## src/rtl/cpu_pkg.sv

```systemverilog
// Shared types and constants for the MIPS bus CPU.
package cpu_pkg;

  typedef enum logic [2:0] {
    INIT  = 3'd0,
    FETCH = 3'd1,
    EXEC1 = 3'd2,
    EXEC2 = 3'd3,
    HALT  = 3'd4
  } seq_state_t;

  localparam logic [31:0] RESET_VECTOR      = 32'hBFC0_0000;
  localparam logic [31:0] HALT_ADDR_DEFAULT = 32'h0000_0000;

endpackage

```

## src/rtl/cpu_sequencer.sv

```systemverilog
// Multi-cycle control sequencer: FETCH / EXEC1 / EXEC2 with
// waitrequest stalls, halt on fetch from HALT_ADDR, retire counter.
module cpu_sequencer
  import cpu_pkg::*;
#(
  parameter logic [31:0] HALT_ADDR = HALT_ADDR_DEFAULT
) (
  input  logic        clk,
  input  logic        reset,
  input  logic        waitrequest,
  input  logic [31:0] pc_value,
  input  logic        instr_is_load,
  input  logic        instr_is_store,
  input  logic        instr_writes_rf,
  output logic        mem_read,
  output logic        mem_write,
  output logic        addr_sel,
  output logic        ir_wen,
  output logic        pc_wen,
  output logic        rf_wen,
  output logic        active,
  output logic [2:0]  state_o,
  output logic [31:0] instr_count
);

  seq_state_t  state_q, state_d;
  logic [31:0] count_q, count_d;
  logic        mem_op;

  always_ff @(posedge clk) begin
    if (reset) begin
      state_q <= INIT;
      count_q <= '0;
    end else begin
      state_q <= state_d;
      count_q <= count_d;
    end
  end

  always_comb begin
    state_d   = state_q;
    count_d   = count_q;
    mem_read  = 1'b0;
    mem_write = 1'b0;
    addr_sel  = 1'b0;
    ir_wen    = 1'b0;
    pc_wen    = 1'b0;
    rf_wen    = 1'b0;
    mem_op    = 1'b0;
    unique case (state_q)
      // INIT masks the transient 0 the PC shows right after reset
      INIT: state_d = FETCH;
      FETCH: begin
        if (pc_value == HALT_ADDR) begin
          state_d = HALT;
        end else begin
          mem_read = 1'b1;
          if (!waitrequest) begin
            ir_wen  = 1'b1;
            state_d = EXEC1;
          end
        end
      end
      EXEC1: begin
        mem_op = instr_is_load | instr_is_store;
        if (mem_op) begin
          addr_sel  = 1'b1;
          mem_read  = instr_is_load;
          mem_write = instr_is_store & ~instr_is_load;
        end
        if (!mem_op || !waitrequest) begin
          pc_wen = 1'b1;
          if (instr_is_load) begin
            state_d = EXEC2;
          end else begin
            rf_wen  = instr_writes_rf;
            count_d = count_q + 32'd1;
            state_d = FETCH;
          end
        end
      end
      EXEC2: begin
        rf_wen  = 1'b1;
        count_d = count_q + 32'd1;
        state_d = FETCH;
      end
      HALT: state_d = HALT;
      default: state_d = INIT;
    endcase
  end

  assign active      = (state_q != HALT);
  assign state_o     = state_q;
  assign instr_count = count_q;

endmodule

```

## config.mk

```make
export PLATFORM = sky130hd
export DESIGN_NAME = cpu_sequencer
export DESIGN_NICKNAME = d
export VERILOG_FILES = /design/src/rtl/cpu_pkg.sv /design/src/rtl/cpu_sequencer.sv
export SDC_FILE = /design/constraint.sdc
export NUM_CORES = 1
export LEC_CHECK = 0
export ABC_AREA = 1
export CAP_MARGIN = 20
export CORE_MARGIN = 3
export CORE_UTILIZATION = 47
export CTS_BUF_LIST = sky130_fd_sc_hd__clkbuf_8
export CTS_CLUSTER_SIZE = 24
export DETAILED_ROUTE_END_ITERATION = 6
export PLACE_DENSITY = 0.95
export SLEW_MARGIN = 20
export SYNTH_ARGS = -nofsm -noshare
export SYNTH_HDL_FRONTEND = slang
export SYNTH_SLANG_ARGS = --single-unit
```

## constraint.sdc

```tcl
create_clock -name clk -period 2.73 [get_ports clk]
set_clock_uncertainty 0.05 [all_clocks]
set_input_delay 0.546 -clock clk [delete_from_list [all_inputs] [get_ports clk]]
set_output_delay 0.546 -clock clk [all_outputs]
set_load 0.1 [all_outputs]
```

==> run metrics, run 1 <==
status finished clean; first-pass GRT wire length 10.2 mm; commonest non-fill, non-tap cell in the layout nand2_1; Crit Path Class in2out; Post-Synthesis Cell Area 2160 µm²; Post-route DRC 0; cell row count 24; Num CTS Buffers 5; total number of yosys warnings 0; Final Hold Vio Count 0; distinct cell type count of the synthesized netlist 34; depth of the worst register-to-register path 10; width of the die 73.8 µm; Core ar. 4380 µm²; Worst-Skew Late Latency 0.30 ns; Final Critical Period 2.49 ns; CTS root buffer clkbuf_8; final non-filler cell total 479; Max rail drop VDD about 230 µV; hold depth 1; Initial DRC Count 129; area of the die 5450 µm²; syn avg cell area 6.30 µm²; period utilization 91.1%; clock sink count 35; Port Buffers 79; Nets 465; max_slew headroom roughly three fifths; Vias/cell 5.15; DR vias approximately 2500; maximum clock rate 0.402 GHz; dpl cells 471; WP data arrival 1.89 ns; register area share after synthesis 32.4%; Reg clk slew, reported paths 0.07 ns; worst slew pin tran 0.622 ns; GRT Util Overall 23.6%; commonest non-fill, non-tap cells in the layout 86 x nand2_1, 66 x nor2_1, 42 x inv_1, 39 x buf_4, 37 x clkdlybuf4s50_1; Antenna diodes 0; Startpoint Class input pin; RSZ-0062 raised after global routing false; vias in the first global route 2285; Die Y 73.8 µm; final count of negative-setup-slack endpoints 0; CP endpoint kind primary output; Ports 80; Seq cells post-synth 35; Final ANT Viol Nets 0; Hold WC Path Type reg2reg; Leakage Power 1.28 nW; Final Max Tran Viols 0; largest net degree at the start of global routing 21; layout cells sized above 1 18.7%; Final HPWL DP 4.77 mm; routed len/inst 12.5 µm; Area Overhead vs Synth 43.4%; TritonRoute pass-1 iters 5; routability cong. 0.929; setup bufs post-CTS 0; Crit path required time 2.13 ns; clock tree buffer depth 2; setup TNS 0 ns; CTS tree built; Max-cap violations 0; Post-Synthesis Cells roughly 340; initial antenna violation count 0; Syn Nets 382; WL final 5.98 mm; H-tree lvl count 2; Starting Density 49.3%; CP max FO 3; Power Dens Cells about 400 nW/µm²; Remaining Overflow, GRT 0
==> registers in the layout, indices dropped and copies added, names as in the netlist <==
signal       cells
state_o          3
instr_count     32
==> final timing paths <==
path	startpoint	endpoint	slack (ns)
setup / recovery	pc_value[16]	ir_wen	0.24
hold / removal	instr_count[12]	instr_count[12]	0.44
setup reg to reg	instr_count[0]	instr_count[20]	0.81
hold reg to reg	instr_count[12]	instr_count[12]	0.44
==> metrics by stage <==
step | hold WS (ns) | util (%) | cell area, µm² | worst slack [ns] | total power (W)
floorplan | 0.627 | - | 2190 | 0.0270 | 0.000719
global placement | 0.420 | 68.4 | 3000 | 0.220 | 0.000829
detailed placement | 0.429 | 68.4 | 3000 | 0.147 | 0.000833
CTS | 0.442 | 70.7 | 3100 | 0.141 | 0.00124
global route | 0.464 | 70.7 | 3100 | 0.0777 | 0.00127
finish | 0.442 | 70.7 | 3100 | 0.243 | 0.00123
==> report_power, final <==
part / switching, W / internal, W
sequential: 0.00000918 / 0.000518
clock: 0.000186 / 0.000226
combinational: 0.000181 / 0.000113
==> worst max-delay path: stages <==
cell             delay, ns
clkdlybuf4s50_1       0.40
nor2_1                0.10
nand2_1               0.07
nor2_1                0.14
nand2_1               0.08
o21ai_1               0.20
buf_4                 0.16
nor2_4                0.03
buf_12                0.16
==> per-layer routing <==
metal	GRT usage (%)	vias up	part of all wire, %
li1	-	1262	-
met1	28.4	1104	41
met2	41.5	87	50
met3	4.79	13	7.6
met4	7.85	0	1.6
met5	0	-	0
==> synthesized netlist by cell type <==
library cell / instances / share of area [%]
nor2_4: 2 / 1.0
nor2_2: 7 / 2.0
xor2_1: 1 / 0.41
inv_1: 41 / 7.1
ha_1: 1 / 0.58
a21oi_1: 17 / 3.9
nand2_1: 86 / 15
dfxtp_1: 35 / 32
nor3_1: 11 / 2.5
a21o_1: 1 / 0.35
nand3b_1: 2 / 0.69
o21a_1: 2 / 0.69
a21oi_4: 1 / 0.75
o211ai_1: 1 / 0.35
buf_2: 1 / 0.23
and3_1: 1 / 0.29
o21ai_1: 1 / 0.23
inv_4: 1 / 0.29
nor3b_2: 1 / 0.58
clkbuf_1: 3 / 0.52
o21ai_0: 18 / 4.2
buf_6: 1 / 0.52
nor2_1: 69 / 12
a31oi_2: 1 / 0.58
nand3_1: 18 / 4.2
buf_8: 1 / 0.69
a31oi_1: 1 / 0.29
nor3_4: 2 / 1.5
nand2_4: 1 / 0.52
nand2_8: 1 / 0.93
nor3b_1: 4 / 1.4
nand2_2: 3 / 0.87
nand4_1: 5 / 1.4
nor3_2: 2 / 0.93
==> timing repair <==
action	CTS	global route
resized for setup	0	1
hold buffers	0	0
setup endpoints to repair	0	2
==> final cells by class <==
cell class | count | area (µm²)
fill | 341 | 1290
timing repair buffer | 82 | 783
multi-input combinational | 260 | 1290
clock buffer | 7 | 96.3
clock inverter | 1 | 3.75
tap | 52 | 65.1
inverter | 42 | 160
sequential | 35 | 703
==> kinds of logic (layout without fill, tap and decap cells) <==
family	Yosys count	after routing	share of synthesized area [%]
xor gates and xnor gates	1	1	0.405
AOI/OAI and AO/OA	43	43	11.3
and+or+nand+nor	215	215	45.9
buffers and inverters	48	132	9.38
adders and majority gates	1	1	0.579
DFF	35	35	32.4
Note: power is estimated with default switching activity, not from simulation.
==> run 2, diff against run 1 <==
--- a/config.mk
+++ b/config.mk
@@ -8,11 +8,11 @@
 export ABC_AREA = 1
 export CAP_MARGIN = 20
 export CORE_MARGIN = 3
-export CORE_UTILIZATION = 47
+export CORE_UTILIZATION = 30
 export CTS_BUF_LIST = sky130_fd_sc_hd__clkbuf_8
 export CTS_CLUSTER_SIZE = 24
 export DETAILED_ROUTE_END_ITERATION = 6
-export PLACE_DENSITY = 0.95
+export PLACE_DENSITY = 0.7
 export SLEW_MARGIN = 20
 export SYNTH_ARGS = -nofsm -noshare
 export SYNTH_HDL_FRONTEND = slang
==> run metrics, run 2 (same netlist as run 1, synthesis figures left out) <==
status finished clean; commonest non-fill, non-tap cells in the layout 86 x nand2_1, 66 x nor2_1, 41 x inv_1, 38 x buf_4, 37 x clkdlybuf4s50_1; Ports 80; commonest non-fill, non-tap cell in the layout nand2_1; Post-route DRC 0; Starting Density 31.3%; cell area after layout 3160 µm²; critical path cell sequence clkdlybuf4s50_1 -> o21ai_0 -> nand3_1 -> o21ai_4 -> buf_12; WP data arrival 1.84 ns; Die Y slightly above 90 µm; routability cong. 0.824; Crit Path Class in2out; dpl cells 514; H-tree lvl count 2; Largest register FFs 32; Max rail drop VDD 187 µV; CTS Hold Buffers Added 0; CTS root buffer clkbuf_8; setup bufs post-CTS 0; Leakage Power 1.28 nW; CP max FO 6; Final HPWL DP 4.78 mm; Antenna diodes 0; pre-CTS setup slack roughly 0.28 ns; worst slew pin tran 0.637 ns; period utilization 89.3%; Nets 464; CP delay by family, top buffers and inverters; max_slew headroom between 50% and 60%; CP max-delay cell clkdlybuf4s50_1; DR vias about 2400; Final Max Tran Viols 0; largest net degree at the start of global routing 21; CP endpoint kind primary output; clock sink count 35; Final Critical Period approximately 2.4 ns; Num CTS Buffers 5; width of the die 90.9 µm; first-pass GRT wire length between 10 and 15 mm; Worst-Skew Late Latency ~0.30 ns; CTS tree built; DP Area 3050 µm²; setup TNS 0 ns; Reg clk slew, reported paths around 0.07 ns; setup ws final just under 0.3 ns; Port Buffers 79; routed len/inst ~11 µm; clock tree buffer depth 2; Final Hold Vio Count 0; Power Dens Cells 414 nW/µm²; Startpoint Class input pin; maximum clock rate 0.410 GHz; Buf/Inv on CP 2; layout cells sized above 1 18.8%; Remaining Overflow, GRT 0; Initial DRC Count about 120; area of the die 8260 µm²; CTS resizes 0; final count of negative-setup-slack endpoints 0; GRT Util Overall 14.9%; WL final 6.00 mm; RSZ-0062 raised after global routing false; overall power 0.00131 W; Max-cap violations 0; Core ar. about 6900 µm²; final non-filler cell total roughly 520; Final ANT Viol Nets 0; cell row count 30; Critical Path Max Stage Delay between 0.5 and 0.6 ns; Vias/cell 4.59; Crit path required time 2.13 ns; TritonRoute pass-1 iters 4; Area Overhead vs Synth 46.4%; vias in the first global route between 2000 and 2500; Hold WC Path Type reg2reg; initial antenna violation count 0
==> run 2: where the power goes <==
part	total (W)	switching [W]	internal (W)
sequential	0.000527	0.00000938	0.000517
clock	0.000493	0.000197	0.000295
combinational	0.000291	0.000180	0.000111
total	0.00131	0.000387	0.000923
==> run 2: worst register-to-register path, cell delays in order, from the launching register on <==
cell and delay [ns]:
dfxtp_1 0.41, ha_1 0.19, nand2_1 0.06, inv_1 0.13, nand2_1 0.11, nor2_2 0.16
nand2_1 0.07, nor2_1 0.25, nand3_1 0.15, nand2_1 0.09, nand2_1 0.05, nor2_1 0.09
==> run 2: routing by layer <==
metal  up-vias  track usage [%]  routed length, µm
li1       1256                -                  -
met1      1072             19.2               2740
met2        67             24.8               2870
met3         3             4.83                367
met4         0             2.39                 21
met5         -                0                  0
==> run 2: path summary, 6_finish.rpt <==
kind / depth (start not counted) / slack, ns / from / to
min: 1 / 0.45 / instr_count[11] / instr_count[11]
max reg2reg: 11 / 0.87 / instr_count[0] / instr_count[28]
min reg2reg: 1 / 0.45 / instr_count[11] / instr_count[11]
max: 5 / 0.29 / instr_is_load / rf_wen
==> run 2: through the flow <==
step                      hold slack (ns)  util, %
after detailed placement            0.433     44.1
final                               0.447     45.8
after global routing                0.466     45.8
after global placement              0.426     44.1
after floorplan                     0.627        -
after CTS                           0.451     45.8
==> run 2: area by class of cell <==
type,count,area (µm²)
clock buffers,6,82.6
clock inverters,2,35.0
fillers,720,3740
inverters,42,160
multi-input cells,260,1290
flip-flops and latches,35,703
well taps,96,120
repair buffers,81,776
==> RTL edit 1: new RTL, config.mk and constraints of run 1 <==
Put one more register stage on the output `instr_count`. The value now appears one clock later. The other outputs are not delayed to match.
--- a/src/rtl/cpu_sequencer.sv
+++ b/src/rtl/cpu_sequencer.sv
@@ -91,7 +91,9 @@
 
   assign active      = (state_q != HALT);
   assign state_o     = state_q;
-  assign instr_count = count_q;
+  always_ff @(posedge clk) begin
+    instr_count <= count_q;
+  end
 
 endmodule
 
Behaviour: not the same (Yosys sat finds a counterexample within 4 cycles, from zero or initial values and one cycle with reset high).
==> RTL edit 1 against run 1 <==
Total power is 90% higher; die area is 33% higher; critical path depth stayed put; synthesized cell count is 20% higher; cell count is 21% higher; final area is 32% higher; setup slack worse by 10 ps; area after synthesis is 36% higher; combinational power is 4% higher; sequential cell count is 32 higher; routed wire length is 22% higher; utilization is 2.3 points lower; register-to-register slack better by 230 ps; critical path type unchanged.
==> RTL edit 1: results (changes against run 1) <==
grt_pass1_wl_um: 12000  # +18%
grt_pass1_vias: 2836  # +24%
synth_nets: 449  # +18%
hold_class: "register to register"
path_clk_slew_ps: 70  # about the same
vdd_drop_max_uv: 499  # +110%
gp_congestion: 0.866  # -6.8%
p_int_mw: 1.76  # +110%
detail_route.wl_per_cell_um: 12.6  # +1.3%
async_flop_share: 0  # unchanged
hpwl_um: 5640  # +18%
synth.area.top_cells: "dfxtp_1 46%, nand2_1 11%, nor2_1 10%"
rr_endpoint: "count_q[30]$_SDFFE_PP0P_"
nNetsFinal: 538  # +16%
drt_iter0_drc: 117  # -9.3%
critPathLaunch: "pc_value[20]"
ys.flop_type: "dfxtp_1"
ys_top_cells_by_count: "86 x nand2_1, 81 x nor2_1, 67 x dfxtp_1"
drive_above_1_share: 0.192  # +0.00511
fin_hold_ws_ps: 303  # -139 ps
status: "complete, no violations"
yosys_warnings: 0  # unchanged
cts_buffers: 9  # +4
crit_end: "ir_wen"
cts_resized: 0  # unchanged
crit_arrival_ps: 1900
r2r_start: "count_q[1]$_SDFFE_PP0P_"
cts_setup_buffers: 0  # unchanged
n_antenna_cell: 0  # unchanged
portBuffers: 79  # unchanged
r2r_cells: 11  # +1
p_leak_nw: 1.75  # +37%
ys_types: 33  # -2.9%
grt_max_degree: 22  # +4.8%
track_usage: 0.210  # -0.0265
num_vias: 2915  # +18%
cts_max_path_buffers: 2  # unchanged
htree_levels: 3  # +1
maxSlewHeadroom: 0.594  # +0.00914
drcViolationCount: 0  # unchanged
path_max_fanout: 2  # -1
ctsRootBufferMaster: "clkbuf_8"
insertion_delay_ps: 350  # +50 ps
synth.yosys.seq_area_share: 0.455  # +0.131
antenna_found_initial: 0  # unchanged
r2r_slack_ps: 1040  # +230 ps
dr.pass1.iters: 5  # unchanged
RTL edit 1: changes by cell type after synthesis, moves of 4 or more:
| cell | change |
|---|---|
| o21ai_0 | -9 |
| dfxtp_1 | +32 |
| nand3_1 | +6 |
| inv_1 | +17 |
| nor2_1 | +12 |
| inv_2 | +4 |
| nand4_1 | +7 |
| a21oi_1 | -6 |
| nor2_4 | +4 |
| o21ai_1 | +5 |
RTL edit 1: worst max-delay path, cell delays in order:
cell and delay (ps):
clkdlybuf4s50_1 440, nor2_1 120, nand2_1 60, nor2_1 100, nand2_1 50, o21ai_0 210, buf_4 170, nor2_4 40
buf_12 160
RTL edit 1: area by class of cell:
type,instances,area [um2]
clock buffer,11,151
clock inverter,5,108
fill,460,1900
inverter,63,236
multi-input combinational,276,1380
sequential,67,1350
tap,75,93.8
timing repair buffer,82,783
RTL edit 1: power groups by stage:
stage                     clock [mW]  combinational [mW]  sequential [mW]
after CTS                       1.05               0.306            0.993
after detailed placement           0               0.306             1.02
final                           1.04               0.305            0.993
after global routing            1.09               0.323            0.994
after floorplan                    0               0.138             1.06
after global placement             0               0.299             1.02
RTL edit 1: worst min-delay path by stage:
stage | startpoint | to | cells after the start
finish | count_q[31]$_SDFFE_PP0P_ | instr_count[31]$_DFF_P_ | 0
global route | count_q[31]$_SDFFE_PP0P_ | instr_count[31]$_DFF_P_ | 0
CTS | count_q[31]$_SDFFE_PP0P_ | instr_count[31]$_DFF_P_ | 0
detailed placement | count_q[31]$_SDFFE_PP0P_ | instr_count[31]$_DFF_P_ | 0
global placement | count_q[31]$_SDFFE_PP0P_ | instr_count[31]$_DFF_P_ | 0
floorplan | count_q[31]$_SDFFE_PP0P_ | instr_count[31]$_DFF_P_ | 0
RTL edit 1: kinds of logic after synthesis:
group / after synthesis / share of synthesized area
AOI/OAI and AO/OA: 33 / 0.0641
xor gates and xnor gates: 3 / 0.00892
buffers and inverters: 67 / 0.0879
adders and majority gates: 1 / 0.00425
DFF: 67 / 0.455
and+or+nand+nor: 239 / 0.379
RTL edit 1: per-layer routing:
| layer | GRT usage | vias up | wire, um |
|---|---|---|---|
| met4 | 0.104 | 0 | 245 |
| met1 | 0.210 | 1321 | 2710 |
| li1 | - | 1466 | - |
| met3 | 0.0689 | 27 | 485 |
| met2 | 0.385 | 101 | 3880 |
| met5 | 0 | - | 0 |
RTL edit 1: per-stage QoR:
stage	setup TNS, ps	setup WS, ps	cells	cell area (um2)
floorplan	-87.8	-87.8	410	2980
global placement	0	286	563	3830
detailed placement	0	224	563	3830
CTS	0	220	579	4090
global route	0	95.2	579	4090
finish	0	233	579	4090
==> RTL edit 2: new RTL, flow settings as in run 1 <==
Without the edit above. Make the reset (`reset`) asynchronous in one clocked block.
--- a/src/rtl/cpu_sequencer.sv
+++ b/src/rtl/cpu_sequencer.sv
@@ -27,7 +27,7 @@
   logic [31:0] count_q, count_d;
   logic        mem_op;
 
-  always_ff @(posedge clk) begin
+  always_ff @(posedge clk or posedge reset) begin
     if (reset) begin
       state_q <= INIT;
       count_q <= '0;
Function: differs if reset is asserted again (counterexample within 4 cycles, from zero or initial values and one cycle with reset high); with reset held inactive, the same outputs for 10 cycles.
==> RTL edit 2 against run 1 <==
Routed wire length down 3.8%; setup slack worse by 22 ps; final area up 4.8%; via count down 7.5%; sequential cell count unchanged; global-route usage down 2.4 points; highest routed layer unchanged; die area up 4.7%; area after synthesis up 5.2%.
Power is not compared: it rests on default switching activity, and its combinational part moved more than twofold at a synthesized area within 25%.
==> RTL edit 2: results (changes against run 1) <==
grt_max_degree: 36  # +71%
cts_max_path_buffers: 2  # unchanged
cts_buffers: 5  # unchanged
fin_hold_ws_ps: 449  # +7.62 ps
gr-total-overflow: 0  # unchanged
placed_area_um2: 3140  # +4.9%
ctsRootBufferMaster: "clkbuf_8"
insertion_delay_ps: 280  # -20 ps
ys_top_cells_by_count: "90 x nand2_1, 50 x nor2_1, 47 x inv_1"
cts_hold_buf: 0  # unchanged
slew_viol_final: 0  # unchanged
largest_reg_flops: 32  # unchanged
maxSlewHeadroom: 0.714  # +0.129
drive_above_1_share: 0.212  # +0.0246
path_max_fanout: 2  # -1
path_clk_slew_ps: 70  # about the same
timing.final.crit_period_ps: 2510  # +22.2 ps
synth_nets: 352  # -7.9%
synth.area.top_cells: "dfrtp_1 39%, nand2_1 15%, nor2_1 8.3%"
crit_arrival_ps: 1910  # +20 ps
ys.flop_type: "dfrtp_1"
hpwl_um: 4610  # -3.5%
num_vias: 2280  # -7.5%
htree_levels: 2  # unchanged
portBuffers: 79  # unchanged
place_ws_ps: 209  # +62.3 ps
cts_resized: 0  # unchanged
p_leak_nw: 1.60
nNetsFinal: 439  # -5.6%
fin_area_um2: 3250  # +4.8%
track_usage: 0.212  # -0.0237
detail_route.wl_per_cell_um: 12.7  # +1.7%
hold_class: "register to register"
vdd_drop_max_uv: 605
status: "complete, no violations"
antenna_found_initial: 0  # unchanged
drt_iter0_drc: 72  # -44%
ys_types: 30  # -12%
r2r_slack_ps: 1050  # +240 ps
n_antenna_cell: 0  # unchanged
async_flop_share: 1.00  # +1.00
dr.pass1.iters: 4  # -1
synth.yosys.seq_area_share: 0.385  # +0.0612
yosys_warnings: 0  # unchanged
gp_congestion: 0.865  # -6.9%
grt_pass1_wl_um: 9490  # -6.8%
RTL edit 2: changes by cell type in the layout (fill, tap and decap cells not counted), moves of 5 or more:
cell,delta
a21oi_1,-17
dfrtp_1,+33
dfxtp_1,-33
inv_1,+5
nand3_1,-8
nor2_1,-18
nor2_2,-5
o21ai_0,-11
xnor2_1,+6
xor2_1,+12
RTL edit 2: layout make-up:
| type | instances | area, um2 |
|---|---|---|
| Fill cell | 344 | 1260 |
| Multi-Input combinational cell | 227 | 1230 |
| Sequential cell | 35 | 878 |
| Timing Repair Buffer | 82 | 783 |
| Inverter | 49 | 184 |
| Clock buffer | 7 | 96.3 |
| Tap cell | 52 | 65.1 |
| Clock inverter | 1 | 7.51 |
RTL edit 2: cell families (layout without fill, tap and decap cells):
logic type,count (synthesis),after routing,share of synthesized area
adders and majority gates,1,1,0.00551
DFF,35,35,0.385
and+or+nand+nor,196,196,0.420
xor gates and xnor gates,19,19,0.0732
buffers and inverters,51,139,0.0892
AOI/OAI and AO/OA,11,11,0.0270
RTL edit 2: power breakdown:
| group | leakage, nW | switching (mW) | internal, mW |
|---|---|---|---|
| clock network | 0.0505 | 0.180 | 0.229 |
| logic | 1.11 | 0.997 | 0.367 |
| registers | 0.434 | 0.0870 | 0.579 |
RTL edit 2: metal layers:
layer	up-vias	GRT usage	wire, um
met3	6	0.0541	283
met5	-	0	0
met2	61	0.428	3270
met4	0	0.0447	51
li1	1140	-	-
met1	1073	0.217	2150
RTL edit 2: worst max-delay path, stage by stage:
cell and delay [ps]:
clkdlybuf4s50_1 450, nor2_1 140, nand2_1 70, nor2_1 120, nand2_1 60, o21ai_0 140
buf_4 160, nand2_2 70, buf_12 170
RTL edit 2: final timing paths:
path	start	endpoint	cells past startpoint
setup / recovery	pc_value[20]	mem_read	9
hold / removal	instr_count[9]$_DFFE_PP0P_	instr_count[9]$_DFFE_PP0P_	1
setup reg to reg	instr_count[0]$_DFFE_PP0P_	instr_count[28]$_DFFE_PP0P_	8
hold reg to reg	instr_count[9]$_DFFE_PP0P_	instr_count[9]$_DFFE_PP0P_	1
max in group asynchronous	reset	state_o[2]$_DFFE_PP0P_	3
min in group asynchronous	reset	instr_count[16]$_DFFE_PP0P_	3
RTL edit 2: metrics by stage:
stage               cells  total power, mW
floorplan             313             1.63
global placement      445             2.01
detailed placement    445             2.03
CTS                   453             2.45
global route          453             2.54
finish                453             2.44
